===== src/rtl/sr_drv_pkg.sv =====
// Shared types and command encodings for the SR latch driver.
// The phase order is fixed: IDLE -> SETUP -> ENABLE -> HOLD -> IDLE.
package sr_drv_pkg;

    typedef enum logic [1:0] {
        IDLE   = 2'd0,
        SETUP  = 2'd1,
        ENABLE = 2'd2,
        HOLD   = 2'd3
    } state_t;

    localparam logic [1:0] OP_NOP = 2'b00;
    localparam logic [1:0] OP_SET = 2'b01;
    localparam logic [1:0] OP_RST = 2'b10;
    localparam logic [1:0] OP_ILL = 2'b11;

endpackage


===== src/rtl/sr_phase_timer.sv =====
// Loadable down-counter shared by all driver phases; zero flag is a decode of the count.
// Load has priority over decrement, and the count never wraps below zero.
module sr_phase_timer #(
    parameter int CNT_W = 4
) (
    input  logic             clk,
    input  logic             rst,
    input  logic             load,
    input  logic [CNT_W-1:0] load_val,
    input  logic             dec,
    output logic             zero
);

    logic [CNT_W-1:0] cnt;

    always_ff @(posedge clk) begin
        if (rst) begin
            cnt <= '0;
        end else if (load) begin
            cnt <= load_val;
        end else if (dec && (cnt != '0)) begin
            cnt <= cnt - 1'b1;
        end
    end

    assign zero = (cnt == '0);

endmodule


===== src/rtl/sr_latch_driver.sv =====
// Sequences set/reset commands into setup, enable pulse and hold phases for a gated SR latch.
// S/R are only ever changed with en low and are never driven high together.
module sr_latch_driver
    import sr_drv_pkg::*;
#(
    parameter int SETUP_CYC = 1,
    parameter int EN_CYC    = 2,
    parameter int HOLD_CYC  = 1,
    parameter int CNT_W     = 4,
    parameter int ERR_W     = 8
) (
    input  logic             clk,
    input  logic             rst,
    input  logic             cmd_valid,
    input  logic [1:0]       cmd_op,
    output logic             cmd_ready,
    output logic             S,
    output logic             R,
    output logic             en,
    output logic             busy,
    output logic             done,
    output logic [ERR_W-1:0] err_cnt
);

    // Timer loads hold "cycles minus one" so a phase ends on the zero cycle.
    localparam logic [CNT_W-1:0] SETUP_LD = CNT_W'(SETUP_CYC - 1);
    localparam logic [CNT_W-1:0] EN_LD    = CNT_W'(EN_CYC - 1);
    localparam logic [CNT_W-1:0] HOLD_LD  = CNT_W'(HOLD_CYC - 1);

    state_t           state, state_n;
    logic             s_n, r_n, en_n, busy_n, done_n;
    logic [ERR_W-1:0] err_n;
    logic             tmr_load, tmr_dec, tmr_zero;
    logic [CNT_W-1:0] tmr_val;
    logic             accept;

    assign cmd_ready = (state == IDLE);
    assign accept    = cmd_valid && cmd_ready;

    sr_phase_timer #(.CNT_W(CNT_W)) u_timer (
        .clk      (clk),
        .rst      (rst),
        .load     (tmr_load),
        .load_val (tmr_val),
        .dec      (tmr_dec),
        .zero     (tmr_zero)
    );

    always_ff @(posedge clk) begin
        if (rst) begin
            state   <= IDLE;
            S       <= 1'b0;
            R       <= 1'b0;
            en      <= 1'b0;
            busy    <= 1'b0;
            done    <= 1'b0;
            err_cnt <= '0;
        end else begin
            state   <= state_n;
            S       <= s_n;
            R       <= r_n;
            en      <= en_n;
            busy    <= busy_n;
            done    <= done_n;
            err_cnt <= err_n;
        end
    end

    always_comb begin
        state_n  = state;
        s_n      = S;
        r_n      = R;
        en_n     = en;
        busy_n   = busy;
        done_n   = 1'b0;
        err_n    = err_cnt;
        tmr_load = 1'b0;
        tmr_dec  = 1'b0;
        tmr_val  = '0;
        case (state)
            IDLE: begin
                if (accept) begin
                    case (cmd_op)
                        OP_SET, OP_RST: begin
                            state_n  = SETUP;
                            s_n      = (cmd_op == OP_SET);
                            r_n      = (cmd_op == OP_RST);
                            busy_n   = 1'b1;
                            tmr_load = 1'b1;
                            tmr_val  = SETUP_LD;
                        end
                        OP_ILL: begin
                            if (err_cnt != '1) begin
                                err_n = err_cnt + 1'b1;
                            end
                        end
                        default: ;
                    endcase
                end
            end
            SETUP: begin
                if (tmr_zero) begin
                    state_n  = ENABLE;
                    en_n     = 1'b1;
                    tmr_load = 1'b1;
                    tmr_val  = EN_LD;
                end else begin
                    tmr_dec = 1'b1;
                end
            end
            ENABLE: begin
                if (tmr_zero) begin
                    state_n  = HOLD;
                    en_n     = 1'b0;
                    tmr_load = 1'b1;
                    tmr_val  = HOLD_LD;
                end else begin
                    tmr_dec = 1'b1;
                end
            end
            HOLD: begin
                if (tmr_zero) begin
                    state_n = IDLE;
                    s_n     = 1'b0;
                    r_n     = 1'b0;
                    busy_n  = 1'b0;
                    done_n  = 1'b1;
                end else begin
                    tmr_dec = 1'b1;
                end
            end
            default: state_n = IDLE;
        endcase
    end

endmodule


===== config.mk =====
export PLATFORM = sky130hd
export DESIGN_NAME = sr_latch_driver
export DESIGN_NICKNAME = d
export VERILOG_FILES = /design/src/rtl/sr_drv_pkg.sv /design/src/rtl/sr_phase_timer.sv /design/src/rtl/sr_latch_driver.sv
export SDC_FILE = /design/constraint.sdc
export NUM_CORES = 1
export LEC_CHECK = 0
export ABC_AREA = 1
export BUFFER_PORTS_ARGS = -buffer_cell sky130_fd_sc_hd__buf_2
export CAP_MARGIN = 20
export CORE_MARGIN = 2
export CORE_UTILIZATION = 50
export DETAILED_ROUTE_END_ITERATION = 10
export GPL_TIMING_DRIVEN = 0
export PLACE_DENSITY = 0.71
export SLEW_MARGIN = 10
export SYNTH_ARGS = -nofsm -noshare
export SYNTH_HDL_FRONTEND = slang
export SYNTH_SLANG_ARGS = --single-unit
export TNS_END_PERCENT = 5

===== constraint.sdc =====
create_clock -name clk -period 1.5 [get_ports clk]
set_clock_uncertainty 0.1 [all_clocks]
set_input_delay 0.3 -clock clk [delete_from_list [all_inputs] [get_ports clk]]
set_output_delay 0.3 -clock clk [all_outputs]
set_load 0.02 [all_outputs]

==> results.md, run 1 <==
- Number of cell rows: 17
- Final setup viols: 0
- Met2 usage: 36.46%
- Io pins: 19
- Largest net degree at the start of global routing: 11
- Worst R2R Setup Slack: 80 ps
- Die area: 0.002805 sq mm
- Drt via density: 4.842
- Crit path max-delay family: flip-flops
- CTS tree: done
- Port Buf Inserts: 17
- Clock power frac: 13.1%
- Worst-skew pair later-pin latency: 300 ps
- Initial antenna violation count: 0
- Worst-path fanout max: 6
- Startpoint types: flip-flop
- GRT Overall Usage: 20.25%
- Tmin final: 1476 ps
- Net Count, Synth: 189
- Sequential Power Share: 33.0%
- Status: completed
- TritonCTS buffer count: 3
- WP buf/inv: 2
- Required @ worst endpoint: 1100 ps
- Sw Ratio: 45.51%
- Die extent in y: 52.96 microns
- Critical Path, Cell by Cell: inv_4 -> ha_4 -> buf_4
- Nets: 212
- Switching power: 958.3 uW
- Dpl hpwl: 1.804 mm
- Vias in the first global route: 1050
- DRC: 0
- Yosys warnings: 0
- WS Path Type: reg -> out
- Lkg Pwr: 0.6677 nW
- Initial DRC count: 10
- Die W: 52.96 microns
- Clk sinks: 19
- Arr. time, crit path: 1080 ps
- Setup tns final: 0 ps
- Syn avg cell area: 6.969 sq um
- First-pass GRT wire length: 4.126 mm
- Final Cell Area: 0.001405 sq mm
- Slew @ Worst Pin: 317.0 ps
- H-tree depth: 1
- Number of synthesized register bits: 19
- Critical Path Slowest Stage Cell: dfxtp_4
- Worst-path clk slew: 120 ps
- CTS Buffer Depth: 2
- RSZ-0062 raised after global routing: true
- N_diodes: 0
- Routed Antenna Nets: 0
- Register area share after synthesis: 31.73%
- Peak supply drop: 0.0007395 V
- DRT Pass-1 Iters: 4
- Initial core utilization: 53.67%
- Routed via count: 1075
- Met1 usage: 22.47%
- Fin. Hold Viols: 0
- Max-slew headroom: 78.74%
- Cell Int Power: 1.148 mW
- Per-cell routed wire length: 10.75 microns
- Post-Syn Instances: 172
- Synth-to-Final Area Change: 17.22%
- Root Buffer: clkbuf_4
- Combinational share of power: 53.8%
- Mapped Area: 0.001199 sq mm
- CP Capture Type: primary output
- Pwr dens: 1499 mW/mm^2
- Critical Path Max Stage Delay: 400 ps
- Post-synthesis cell type count: 24
- Share of cells above drive strength 1: 27.32%
- Gr ovfl total: 0
- Slew Viols, Final: 0
- Routed wire length: 2.387 mm
- Gr busiest metal: met2
- Met3 usage: 2.825%
- Max Cap Viol: 0
- Fin crit share: 98.43%
- Global placer's final weighted congestion: 0.7847
- HP Class: in -> reg
- Max Fclk: 0.6773 GHz
- Post-CTS Hold Buffers: 0
- Core area: 0.002233 sq mm
- Placed Area: 0.001321 sq mm
-- final timing paths --
kind,start,to,depth (start not counted)
worst max-delay path,state[0],cmd_ready,3
worst min register to register,busy,busy,2
worst min-delay path,rst,err_cnt[4],2
worst max register to register,u_timer.cnt[0],u_timer.cnt[1],6
-- cells in the final DEF, fill, tap and decap left out, drive strengths merged --
cell type	netlist	routed
nand4	3	3
inv	28	28
nor2	22	22
nand3	14	14
buf	1	19
ha	12	12
dfxtp	19	19
a21oi	9	9
clkbuf	0	4
xor2	3	3
clkinv	1	1
o21ai	5	5
nor3	3	3
nand2	50	50
or2	2	2
-- synthesized netlist by cell type --
cell type  instances  area, sq um
a21oi_1            5        25.02
a21oi_2            4        35.03
buf_2              1        5.000
clkinv_1           1        3.750
dfxtp_1           19        380.4
ha_1              12        150.1
inv_1             27        101.4
inv_2              1        3.750
nand2_1           44        165.2
nand2_2            4        25.02
nand2_4            2        22.52
nand3_1           13        65.06
nand3_2            1        10.01
nand4_1            3        18.77
nor2_1            19        71.32
nor2_2             1        6.260
nor2_4             2        22.52
nor3_1             2        10.01
nor3_2             1        10.01
o21ai_0            4        20.02
o21ai_2            1        8.760
or2_1              1        6.260
or2_2              1        6.260
xor2_1             3        26.28
-- per-stage QoR --
stage          util, %  power, mW  instances  hold slack, ps  setup slack [ps]
4_1_cts          60.90      2.059        221           173.9             1.089
5_1_grt          62.91      2.302        222           183.0            -15.02
2_1_floorplan        -      1.523        172           354.0             31.24
3_3_place_gp     59.16      1.699        217           346.4             5.530
6_report         62.91      2.106        222           184.2             23.58
3_5_place_dp     59.16      1.734        217           355.5            -36.04
-- worst reg2reg max path: stages, from the launching register on --
cell and delay (ps):
dfxtp_2 360, inv_1 70, ha_1 240, nand2_4 130, nand2_2 80, or2_1 230, a21oi_1 150
-- state kept, by name, summed over array words and instances (netlist names) --
| name | flops |
|---|---|
| err_cnt | 8 |
| u_timer.cnt | 4 |
| state | 2 |
| R | 1 |
| S | 1 |
| busy | 1 |
| done | 1 |
| en | 1 |
-- power groups by stage --
stage               clock network, mW  registers (mW)  logic, mW
floorplan                           0           0.696      0.827
global placement                    0           0.673       1.03
detailed placement                  0           0.676       1.06
CTS                             0.279           0.674       1.11
global route                    0.295           0.716       1.29
finish                          0.277           0.696       1.13
-- per-layer routing --
layer,vias up,share of wire (%),routed length [microns]
met5,-,0,0
met4,0,1.3,31
met3,4,3.6,87
met2,19,48,1148
met1,473,47,1119
li1,579,-,-
-- cells by family after synthesis --
logic type | share of synthesized area (%)
flops | 31.73
simple gates | 36.64
buf+inv | 9.498
xor+xnor | 2.192
fa+ha+maj | 12.53
compound gates | 7.411
-- repair_timing --
item | CTS | global route
endpoints found under the setup margin | 12 | 12
pin swaps | 0 | 4
endpoints found under the hold margin | 0 | 0
resized for setup | 5 | 16
gates cloned | 0 | 0
buffers inserted | 0 | 1
-- cell type report --
cell class	count	area, sq um
multi-input cells	123	729.5
well taps	28	35.03
flip-flops and latches	19	397.9
fillers	220	828.3
inverters	29	116.4
repair buffers	18	95.09
plain buffers	1	5.005
clock buffers	4	26.28
Note: power is estimated with default switching activity, not from simulation.
==> run 2, diff against run 1 <==
--- a/config.mk
+++ b/config.mk
@@ -13,3 +13,3 @@
 export DETAILED_ROUTE_END_ITERATION = 10
-export GPL_TIMING_DRIVEN = 0
+export GPL_TIMING_DRIVEN = 1
 export PLACE_DENSITY = 0.71
==> constraint.sdc (replaced) <==
create_clock -name clk -period 1.5 [get_ports clk]
set_clock_uncertainty 0.1 [all_clocks]
set_input_delay 0.225 -clock clk [delete_from_list [all_inputs] [get_ports clk]]
set_output_delay 0.225 -clock clk [all_outputs]
set_load 0.02 [all_outputs]
==> run 2 against run 1 <==
Sequential cell count unchanged; non-clock buffer count unchanged; total power decreased by 0.72%.
==> results.md, run 2 (synthesis gave the netlist of run 1 again) <==
- Status: completed
- Largest net degree at the start of global routing: 11
- Slew @ Worst Pin: 308.5 ps
- Routed wire length: 2.371 mm
- DRC: 0
- Drt via density: 4.833
- Lkg Pwr: 0.6608 nW
- H-tree depth: 1
- Gr ovfl total: 0
- Routed Antenna Nets: 0
- Max reg flops: 8
- Worst hold slack: 121.7 ps
- Largest Register: err_cnt
- Nets: 212
- Initial DRC count: 6
- Max Cap Viol: 0
- Initial antenna violation count: 0
- Max Fclk: 0.7006 GHz
- N_diodes: 0
- Final setup viols: 0
- Worst-skew pair later-pin latency: 300 ps
- Number of cell rows: 17
- CP Capture Type: flip-flop
- Startpoint types: flip-flop
- First-pass GRT wire length: 4.202 mm
- Dpl hpwl: 1.793 mm
- Port Buf Inserts: 18
- Pwr dens: 1510 mW/mm^2
- CTS tree: done
- DRT Pass-1 Iters: 4
- Worst-path fanout max: 3
- Worst-path clk slew: 110 ps
- Most frequent cells in the layout: 44 x nand2_1, 25 x inv_1, 19 x nor2_1
- Global placer's final weighted congestion: 0.8373
- Synth-to-Final Area Change: 15.55%
- Tmin final: 1427 ps
- Per-cell routed wire length: 10.68 microns
- Vias in the first global route: 1014
- GRT Overall Usage: 20.53%
- Most common cell after layout, fill and taps aside: nand2_1
- Io pins: 19
- Fin. Hold Viols: 0
- Largest registers: err_cnt x8, u_timer.cnt x4, state x2
- Fin crit share: 95.16%
- Clk sinks: 19
- Die W: 52.96 microns
- Share of cells above drive strength 1: 26.80%
- Core area: 0.002233 sq mm
- CTS Buffer Depth: 2
- Pre-CTS setup slack: 18.04 ps
- Max-slew headroom: 79.31%
- Die extent in y: 52.96 microns
- Required @ worst endpoint: 1650 ps
- WS Path Type: reg -> reg
- Arr. time, crit path: 1570 ps
- Min setup slack post-route: 72.64 ps
- Initial core utilization: 53.67%
- Setup tns final: 0 ps
- Routed via count: 1073
- Die area: 0.002805 sq mm
- Peak supply drop: 0.0007116 V
- Slew Viols, Final: 0
- RSZ-0062 raised after global routing: false
- Post-CTS Hold Buffers: 0
- TritonCTS buffer count: 3
- HP Class: in -> reg
- Worst Reg2Reg Path Length in Cells: 6
- Root Buffer: clkbuf_4
- Hold path depth: 2
- Setup bufs post-CTS: 0
-- run 2: what timing repair did --
action | CTS | global route
endpoints found under the setup margin | 2 | 15
pin swaps | 0 | 1
resized for setup | 2 | 11
-- run 2: metal layers --
metal	track usage, %	up-vias	wire length, microns
met5	0	-	0
met4	9.402	0	37
met3	2.542	4	65
met2	36.25	13	1157
met1	24.52	478	1111
li1	-	578	-
-- run 2: worst max-delay path, cell delays in order, from the launching register on --
cell	delay [ps]
dfxtp_2	350
buf_4	140
ha_1	230
or2_2	290
nand3_2	100
nand2_1	70
a21oi_2	100
-- run 2: stage by stage --
step                      cell area, sq um  total power [mW]  utilization (%)  cells
after global routing                  1385             2.307            62.02    222
after floorplan                       1201             1.523                -    172
after global placement                1329             1.724            59.50    218
after detailed placement              1329             1.749            59.50    218
final                                 1385             2.091            62.02    222
after CTS                             1366             2.054            61.18    222
-- run 2: worst paths after layout --
check | start | endpoint | slack, ps
min | rst | R | 120
min reg2reg | S | S | 360
max | state[0] | R | 70
max reg2reg | state[0] | R | 70
-- run 2: area by class of cell --
class / instances / area (sq um)
timing repair buffer: 19 / 97.59
inverter: 29 / 108.9
fill: 226 / 848.3
multi-input combinational: 123 / 730.7
sequential: 19 / 386.6
clock buffer: 4 / 26.28
tap: 28 / 35.03
-- run 2: where the power goes --
part | leakage (nW) | switching, mW | total (mW) | internal (mW)
Combinational | 0.489 | 0.720 | 1.15 | 0.431
Sequential | 0.156 | 0.0684 | 0.670 | 0.602
Clock | 0.0150 | 0.166 | 0.270 | 0.104
Total | 0.661 | 0.955 | 2.09 | 1.14
